[src/rtl/mem_access_ctrl_pkg.sv]
// Purpose: shared types and constants for the data-memory access controller.
// Latency: n/a (declarations only).
// Backpressure: n/a.
package mem_access_ctrl_pkg;

  // Highest valid data-memory address; the memory is ADDR_MAX+1 bytes deep.
  localparam int unsigned ADDR_MAX_DEFAULT = 32;

  // Pointer addressing modes. Code 2'b11 is reserved and behaves as direct.
  localparam logic [1:0] MODE_DIRECT  = 2'b00;
  localparam logic [1:0] MODE_POSTINC = 2'b01;
  localparam logic [1:0] MODE_PREDEC  = 2'b10;

  typedef enum logic [2:0] {
    ST_IDLE,
    ST_RD_ADDR,
    ST_RD_DATA,
    ST_WR,
    ST_FIN,
    ST_ERR
  } state_e;

  // Only the auto-modify modes write a new pointer value back to the core.
  function automatic logic mode_updates_ptr(input logic [1:0] mode);
    return (mode == MODE_POSTINC) || (mode == MODE_PREDEC);
  endfunction

endpackage

[src/rtl/mem_access_ctrl_mem_addr_gen.sv]
// Purpose: effective address, next pointer and range check for one access.
// Latency: purely combinational.
// Backpressure: none.
// Ports: mode_i/ptr_i in; eff_addr_o, next_ptr_o, range_err_o out.
module mem_addr_gen
  import mem_access_ctrl_pkg::*;
#(
  parameter int unsigned ADDR_MAX = ADDR_MAX_DEFAULT
) (
  input  logic [1:0] mode_i,
  input  logic [7:0] ptr_i,
  output logic [7:0] eff_addr_o,
  output logic [7:0] next_ptr_o,
  output logic       range_err_o
);

  logic [7:0] ptr_inc;
  logic [7:0] ptr_dec;

  always_comb begin
    // Both wrap modulo 256, so pre-decrement of 0x00 lands on 0xFF.
    ptr_inc     = ptr_i + 8'd1;
    ptr_dec     = ptr_i - 8'd1;
    eff_addr_o  = (mode_i == MODE_PREDEC) ? ptr_dec : ptr_i;
    // Only meaningful for post-inc/pre-dec; direct and reserved ignore it.
    next_ptr_o  = (mode_i == MODE_PREDEC) ? ptr_dec : ptr_inc;
    range_err_o = (32'(eff_addr_o) > ADDR_MAX);
  end

endmodule

[src/rtl/mem_access_ctrl.sv]
// Purpose: sequences one core load/store at a time onto a registered data memory.
// Latency: request edge to done_o = 3 cycles (load), 2 (store); range error pulses err_o after 2.
// Backpressure: none; req_i is only sampled in IDLE, requests while busy_o are dropped.
// Ports: clk_i/rst_ni; core side req_i, we_i, mode_i, ptr_i, wdata_i -> busy_o, done_o,
//        err_o, rdata_o, ptr_o, ptr_we_o; memory side mem_e_o, mem_we_o, mem_addr_o,
//        mem_di_o, mem_do_i.
module mem_access_ctrl
  import mem_access_ctrl_pkg::*;
#(
  parameter int unsigned ADDR_MAX = ADDR_MAX_DEFAULT
) (
  input  logic       clk_i,
  input  logic       rst_ni,
  input  logic       req_i,
  input  logic       we_i,
  input  logic [1:0] mode_i,
  input  logic [7:0] ptr_i,
  input  logic [7:0] wdata_i,
  output logic       busy_o,
  output logic       done_o,
  output logic       err_o,
  output logic [7:0] rdata_o,
  output logic [7:0] ptr_o,
  output logic       ptr_we_o,
  output logic       mem_e_o,
  output logic       mem_we_o,
  output logic [7:0] mem_addr_o,
  output logic [7:0] mem_di_o,
  input  logic [7:0] mem_do_i
);

  logic [7:0] gen_addr;
  logic [7:0] gen_nptr;
  logic       gen_err;

  mem_addr_gen #(
    .ADDR_MAX (ADDR_MAX)
  ) u_addr_gen (
    .mode_i      (mode_i),
    .ptr_i       (ptr_i),
    .eff_addr_o  (gen_addr),
    .next_ptr_o  (gen_nptr),
    .range_err_o (gen_err)
  );

  state_e     state_q,    state_d;
  logic [7:0] addr_q,     addr_d;
  logic [7:0] wdata_q,    wdata_d;
  logic [7:0] nptr_q,     nptr_d;
  logic       upd_q,      upd_d;
  logic       busy_q,     busy_d;
  logic       done_q,     done_d;
  logic       err_q,      err_d;
  logic [7:0] rdata_q,    rdata_d;
  logic [7:0] ptr_out_q,  ptr_out_d;
  logic       ptr_we_q,   ptr_we_d;
  logic       mem_e_q,    mem_e_d;
  logic       mem_we_q,   mem_we_d;
  logic [7:0] mem_addr_q, mem_addr_d;
  logic [7:0] mem_di_q,   mem_di_d;

  always_comb begin
    state_d = state_q;
    addr_d  = addr_q;
    wdata_d = wdata_q;
    nptr_d  = nptr_q;
    upd_d   = upd_q;
    rdata_d = rdata_q;

    case (state_q)
      ST_IDLE: begin
        if (req_i) begin
          addr_d  = gen_addr;
          wdata_d = wdata_i;
          nptr_d  = gen_nptr;
          upd_d   = mode_updates_ptr(mode_i);
          if (gen_err) begin
            state_d = ST_ERR;
          end else if (we_i) begin
            state_d = ST_WR;
          end else begin
            state_d = ST_RD_ADDR;
          end
        end
      end
      ST_RD_ADDR: state_d = ST_RD_DATA;
      ST_RD_DATA: begin
        // Memory output is registered: the byte addressed in RD_ADDR is valid now.
        rdata_d = mem_do_i;
        state_d = ST_FIN;
      end
      ST_WR:   state_d = ST_FIN;
      ST_FIN:  state_d = ST_IDLE;
      ST_ERR:  state_d = ST_IDLE;
      default: state_d = ST_IDLE;
    endcase

    // Outputs are registered from the next state so they line up with it.
    busy_d     = (state_d != ST_IDLE);
    done_d     = (state_d == ST_FIN);
    err_d      = (state_q == ST_ERR);
    ptr_we_d   = (state_d == ST_FIN) && upd_d;
    ptr_out_d  = ptr_we_d ? nptr_d : ptr_out_q;
    mem_e_d    = (state_d == ST_RD_ADDR) || (state_d == ST_RD_DATA);
    mem_we_d   = (state_d == ST_WR);
    mem_addr_d = (mem_e_d || mem_we_d) ? addr_d : 8'h00;
    mem_di_d   = mem_we_d ? wdata_d : 8'h00;
  end

  // Async reset clears the strobes immediately, abandoning any access in flight.
  always_ff @(posedge clk_i or negedge rst_ni) begin
    if (!rst_ni) begin
      state_q    <= ST_IDLE;
      addr_q     <= 8'h00;
      wdata_q    <= 8'h00;
      nptr_q     <= 8'h00;
      upd_q      <= 1'b0;
      busy_q     <= 1'b0;
      done_q     <= 1'b0;
      err_q      <= 1'b0;
      rdata_q    <= 8'h00;
      ptr_out_q  <= 8'h00;
      ptr_we_q   <= 1'b0;
      mem_e_q    <= 1'b0;
      mem_we_q   <= 1'b0;
      mem_addr_q <= 8'h00;
      mem_di_q   <= 8'h00;
    end else begin
      state_q    <= state_d;
      addr_q     <= addr_d;
      wdata_q    <= wdata_d;
      nptr_q     <= nptr_d;
      upd_q      <= upd_d;
      busy_q     <= busy_d;
      done_q     <= done_d;
      err_q      <= err_d;
      rdata_q    <= rdata_d;
      ptr_out_q  <= ptr_out_d;
      ptr_we_q   <= ptr_we_d;
      mem_e_q    <= mem_e_d;
      mem_we_q   <= mem_we_d;
      mem_addr_q <= mem_addr_d;
      mem_di_q   <= mem_di_d;
    end
  end

  assign busy_o     = busy_q;
  assign done_o     = done_q;
  assign err_o      = err_q;
  assign rdata_o    = rdata_q;
  assign ptr_o      = ptr_out_q;
  assign ptr_we_o   = ptr_we_q;
  assign mem_e_o    = mem_e_q;
  assign mem_we_o   = mem_we_q;
  assign mem_addr_o = mem_addr_q;
  assign mem_di_o   = mem_di_q;

endmodule
[config.mk]
export PLATFORM = sky130hd
export DESIGN_NAME = mem_access_ctrl
export DESIGN_NICKNAME = d
export VERILOG_FILES = /design/src/rtl/mem_access_ctrl_pkg.sv /design/src/rtl/mem_access_ctrl_mem_addr_gen.sv /design/src/rtl/mem_access_ctrl.sv
export SDC_FILE = /design/constraint.sdc
export NUM_CORES = 1
export LEC_CHECK = 0
export CORE_MARGIN = 5
export CORE_UTILIZATION = 35
export DETAILED_ROUTE_END_ITERATION = 12
export DONT_BUFFER_PORTS = 1
export PLACE_DENSITY_LB_ADDON = 0.2
export SYNTH_ARGS = -nofsm -noshare
export SYNTH_HDL_FRONTEND = slang
export SYNTH_SLANG_ARGS = --single-unit
[constraint.sdc]
create_clock -name clk_i -period 2.2 [get_ports clk_i]
set_input_delay 0.55 -clock clk_i [delete_from_list [all_inputs] [get_ports clk_i]]
set_output_delay 0.55 -clock clk_i [all_outputs]
set_load 0.01 [all_outputs]
# After elaboration in Yosys (flattened, before gate mapping)
# Index checks and enable logic that the tools add are counted.
[classes]
n_addsub = 2
multipliers = 0
n_div = 0
order_cmp = 1
eq_ne = 10
shift = 0
n_mux = 16
n_bitwise = 0
reduce_logical = 7
[op_table]
columns = ["operator", "count"]
rows = [
  ["$mux W8", 10],
  ["$eq A3 B2 Y1 const B", 4],
  ["$pmux W3 S3", 1],
  ["$add A8 B1 Y8 const B", 1],
  ["$gt A8 B6 Y1 const B", 1],
  ["$sub A8 B1 Y8 const B", 1],
  ["$eq A3 B1 Y1 const B", 2],
  ["$eq A3 B3 Y1 const B", 2],
  ["$mux W3", 2],
  ["$logic_not A3 Y1", 1],
  ["$logic_or A1 B1 Y1", 3],
  ["$reduce_bool A3 Y1", 1],
  ["$eq A2 B1 Y1 const B", 1],
  ["$eq A2 B2 Y1 const B", 1],
  ["$mux W1", 2],
  ["$mux W2", 1],
  ["$reduce_or A2 Y1", 1],
  ["$logic_and A1 B1 Y1", 1],
]
[word_totals]
reg_bits = 66
latch_bits = 0
ram_bits = 0
romBits = 0
input_bits = 30
out_inout_bits = 38
n_memories = 0

# Logic depth before layout (Yosys ltp)
[depth]
ltp_word = 10
mapped_depth = 9
depth_no_buf = 7

# Hierarchy
# Synthesis repeated with hierarchy kept, for this count alone.
[hier_totals]
hier_cells = 216
area_unflattened_um2 = 2617.5
[modules_own_cells]
columns = ["module", "instances", "cells_each", "area_per_inst_um2"]
rows = [
  ["mem_access_ctrl", 1, 154, 2155.8],
  ["mem_addr_gen", 1, 62, 461.7],
]

# Worst setup path before layout
# No wires, ideal clock.
[synth_timing]
kind = "input -> register"
start = "input port ptr_i[0]"
end = "register mem_di_q[0], in the netlist mem_di_o[0]"
setup_time_ns = 0.073
t_arrival_ns = 2.149
setup_slack_ns = -0.022
path_stages = 8
path_buffers = 2
path_cell_list = "buf_2 > inv_1 > ha_1 > or2_2 > o211a_1 > or3_1 > buf_6 > a21oi_2"
[synth_via]
elab_chain_len = 8
[synth_rtl]
columns = ["element", "line", "text"]
rows = [
  ["start: declaration", "mem_access_ctrl.sv:17", "input logic [7:0] ptr_i,"],
  ["$sub A8 B1 Y8", "mem_access_ctrl_mem_addr_gen.sv:23", "ptr_dec = ptr_i - 8'd1;"],
  ["$mux W8 *", "mem_access_ctrl_mem_addr_gen.sv:24", "eff_addr_o = (mode_i == MODE_PREDEC) ? ptr_dec : ptr_i;"],
  ["$gt A8 B6 Y1 *", "mem_access_ctrl_mem_addr_gen.sv:27", "range_err_o = (32'(eff_addr_o) > ADDR_MAX);"],
  ["$mux W3 *", "mem_access_ctrl.sv:77", "if (gen_err) begin"],
  ["$mux W3 *", "mem_access_ctrl.sv:72", "if (req_i) begin"],
  ["$pmux W3 S3 *", "mem_access_ctrl.sv:70", "case (state_q)"],
  ["$eq A3 B2 Y1 *", "mem_access_ctrl.sv:105", "mem_we_d = (state_d == ST_WR);"],
  ["$mux W8 *", "mem_access_ctrl.sv:107", "mem_di_d = mem_we_d ? wdata_d : 8'h00;"],
  ["via mem_di_d[0]", "mem_access_ctrl.sv:60", "logic [7:0] mem_di_q, mem_di_d;"],
  ["end signal: assignment", "mem_access_ctrl.sv:143", "mem_di_q <= mem_di_d;"],
  ["end: declaration", "mem_access_ctrl.sv:60", ""],
]
# Mark *: on every way through the listed nets, which the timed path passes. The rest lies on a longest branch.
# A chain may end at the register's enable or synchronous reset.

# Worst setup path in the final report
[layout_timing]
start = "input port mode_i[0]"
end = "register mem_di_q[5], in the netlist mem_di_o[5]"
[layout_via]
elab_chain_len = 8
[layout_rtl]
columns = ["element", "line", "text"]
rows = [
  ["start: declaration", "mem_access_ctrl.sv:16", "input logic [1:0] mode_i,"],
  ["$eq A2 B2 Y1", "mem_access_ctrl_mem_addr_gen.sv:24", ""],
  ["$mux W8", "mem_access_ctrl_mem_addr_gen.sv:24", ""],
  ["$gt A8 B6 Y1", "mem_access_ctrl_mem_addr_gen.sv:27", ""],
  ["$mux W3", "mem_access_ctrl.sv:77", ""],
  ["$mux W3", "mem_access_ctrl.sv:72", ""],
  ["$pmux W3 S3", "mem_access_ctrl.sv:70", ""],
  ["$eq A3 B2 Y1", "mem_access_ctrl.sv:105", ""],
  ["$mux W8", "mem_access_ctrl.sv:107", ""],
  ["via mem_di_d[5]", "mem_access_ctrl.sv:60", ""],
]
# The timed path passes the listed nets, and every way through them passes these cells.

==> flow_summary.yaml <==
pwr:
  swShare_pct: 32.87
  p_leak_nw: 1.433
  clockPowerShare_pct: 27.3
  seqPwrFrac_pct: 50.0
  netSwitchingPower_w: 0.001329
  power.share.combinational_pct: 22.7
  internal_power_w: 0.002715
  power_density_mw_per_mm2: 1285
  vdd_drop_max_v: 0.0006158
floorplan:
  initial_core_util_pct: 36.09
  core_area_mm2: 0.007727
  die_y_um: 99.27
  rows: 32
  io_pins: 68
  die_width_um: 99.27
  dieArea_mm2: 0.009854
finish:
  fin_util_pct: 40.74
  nets: 298
  fillerInstances: 752
  antenna_cells: 0
  drive_gt1_share_pct: 18.52
  fin_area_mm2: 0.003148
  area_growth_pct: 12.88
critical_path:
  cp-start-kind: "input port"
  cp-startpoint: "mode_i[0]"
  end_kind: "register"
  rrSetupSlack_ns: 0.44
  crit_fanout: 9
  arrival_ns: 2.07
  reg2reg_to: "mem_di_o[5]"
  r2r_cells: 7
  cp_data_required_time_ns: 2.47
  slowest_stage: "or3_1"
  cp_top_family: "simple AND/OR/NAND/NOR gates"
  setup.worst_path.class: "input port to register"
  cp_cell_sequence: "inv_1, ha_1, nor3b_2, a31oi_1, o211a_1, or3_1, buf_4, a21oi_2"
  r2r_start: "state_q[1]"
  cp_slowest_stage_delay_ns: 0.35
  worst-path-buf-inv: 2
placed_design:
  hpwl_mm: 4.064
  numPortBuffers: 0
  placed_cell_area_mm2: 0.002904
  gp_congestion: 0.7693
  pre_cts_slack_ns: 0.05096
synth:
  synth_async_sr_flop_share_pct: 100.0
  synth.largest_area_cell: "dfrtp_1"
  yosysMostFrequentCell: "dfrtp_1"
  synthCells: 256
  ys_warn_count: 0
  synth_edf_count: 0
  syn_area_mm2: 0.002789
  synthFlopType: "dfrtp_1"
  ys_seq_elements: 66
  synth_nets: 289
  synth.distinct_cells: 38
  synth_common_cells: "66 x dfrtp_1, 49 x nand2_1, 23 x nor2_1"
  synth_area_leaders: "dfrtp_1 59%, nand2_1 6.6%, mux2_2 4.4%, nor2_1 3.1%, a21oi_2 2.5%"
  yosysTopAreaCellShare_pct: 59.22
  yosysSeqAreaShare_pct: 59.22
  syn_area_per_cell_um2: 10.89
clock_tree:
  root_buffer: "clkbuf_8"
  cts_resized: 0
  clock_path_buffers: 2
  post-cts-setup-buffers: 0
  numCtsBuffers: 9
  path_clk_slew_ns: 0.08
  clock_latency_ns: 0.33
  cts-htree-levels: 3
  cts.sinks: 66
  cts_tree: "built"
drt:
  drc: 0
  drt-initial-drc-count: 38
  ant_nets: 0
  firstDrtPassIters: 4
  viasPerCell: 4.777
  wire_per_inst_um: 15.42
  vias: 1777
  routed_wl_mm: 5.737
grt:
  first_global_vias: 1813
  antenna_found_initial: 0
  grt.overflow.total: 0
  grt_pass1_wl_mm: 9.425
  grt_use_total_pct: 12.40
  grt_max_degree: 67
run:
  maxCapViolCount: 0
sta:
  fmax_mhz: 557.1
  worst_pin_slew_ns: 0.3201
  fin_crit_sh_pct: 81.59
  finalSetupViolations: 0
  hold_viol_final: 0
  drv_slew: 0
  hold_ws_ns: 0.08448
  timing.final.crit_period_ns: 1.795
  rsz0062_at_grt: "false"
  finalSetupTns_ns: 0
  finClkSkew_ns: 0.007153
  worst_slack_ns: 0.4050
  relSlewSlack_pct: 78.66
run_status:
  status: "finished, final reports clean"
worst_hold_path:
  hold_class: "input port to async pin"
-- state kept, by name, summed over array words and instances, names as in the netlist --
register    count
upd_q           1
done_o          1
mem_e_o         1
mem_we_o        1
busy_o          1
nptr_q          8
rdata_o         8
ptr_o           8
addr_q          8
mem_addr_o      8
ptr_we_o        1
wdata_q         8
mem_di_o        8
state_q         3
err_o           1
-- through the flow --
| stage | power, W | cells |
|---|---|---|
| CTS | 0.004139 | 372 |
| global placement | 0.002954 | 355 |
| global route | 0.004380 | 372 |
| floorplan | 0.002714 | 256 |
| detailed placement | 0.002980 | 355 |
| finish | 0.004045 | 372 |
-- how the worst max path moves through the flow --
stage,to,slack (ns),cells after the start
after floorplan,mem_di_o[0],0.03,8
after global placement,mem_di_o[6],0.07,8
after detailed placement,mem_di_o[1],0.05,8
after CTS,mem_di_o[7],0.41,8
after global routing,mem_di_o[5],0.24,7
final,mem_di_o[5],0.40,8
-- metal layers --
metal | GRT usage, % | vias up | part of all wire (%) | wire length (µm)
met1 | 14.89 | 840 | 42 | 2423
met4 | 3.466 | 0 | 1.0 | 60
met5 | 0 | - | 0 | 0
met3 | 6.942 | 5 | 9.5 | 543
met2 | 19.16 | 52 | 47 | 2709
li1 | - | 880 | - | -
-- layout make-up --
type	count	area, µm²	area share, %
clock inverters	6	88.84	2.822
flip-flops and latches	66	1652	52.46
clock buffers	10	127.6	4.054
well taps	102	127.6	4.054
repair buffers	11	102.6	3.259
multi-input cells	168	1016	32.27
inverters	9	33.78	1.073
-- cells by family (layout without fill, tap and decap cells) --
| logic type | Yosys count | count (layout) | synth area share [%] |
|---|---|---|---|
| simple gates | 95 | 95 | 15.66 |
| flops | 66 | 66 | 59.22 |
| compound gates | 46 | 46 | 10.90 |
| buf+inv | 22 | 36 | 4.351 |
| xor+xnor | 13 | 13 | 4.083 |
| mux | 11 | 11 | 4.441 |
| fa+ha+maj | 3 | 3 | 1.346 |
-- power by group through the flow --
stage	registers, W	clock network, W	logic [W]
final	0.00202	0.00111	0.000918
after global routing	0.00209	0.00121	0.00108
after CTS	0.00204	0.00115	0.000949
after detailed placement	0.00207	0	0.000915
after global placement	0.00206	0	0.000895
after floorplan	0.00198	0	0.000731
-- placed cells by master (no fill, tap or decap), types with 4 or more instances in the layout --
master and n:
a21oi_1 11, a21oi_2 8, a31oi_1 4, and2_1 6, buf_4 10, clkbuf_8 9
dfrtp_1 66, inv_1 8, mux2_2 11, nand2_1 49, nor2_1 23, o21ai_0 12
xnor2_1 8, xor2_1 5
-- repair_timing --
action / 4_1_cts / 5_1_grt
endpoints found under the hold margin: 66 / 0
hold buffers: 1 / 0
setup endpoints to repair: 0 / 0
(Power assumes the default switching activity.)
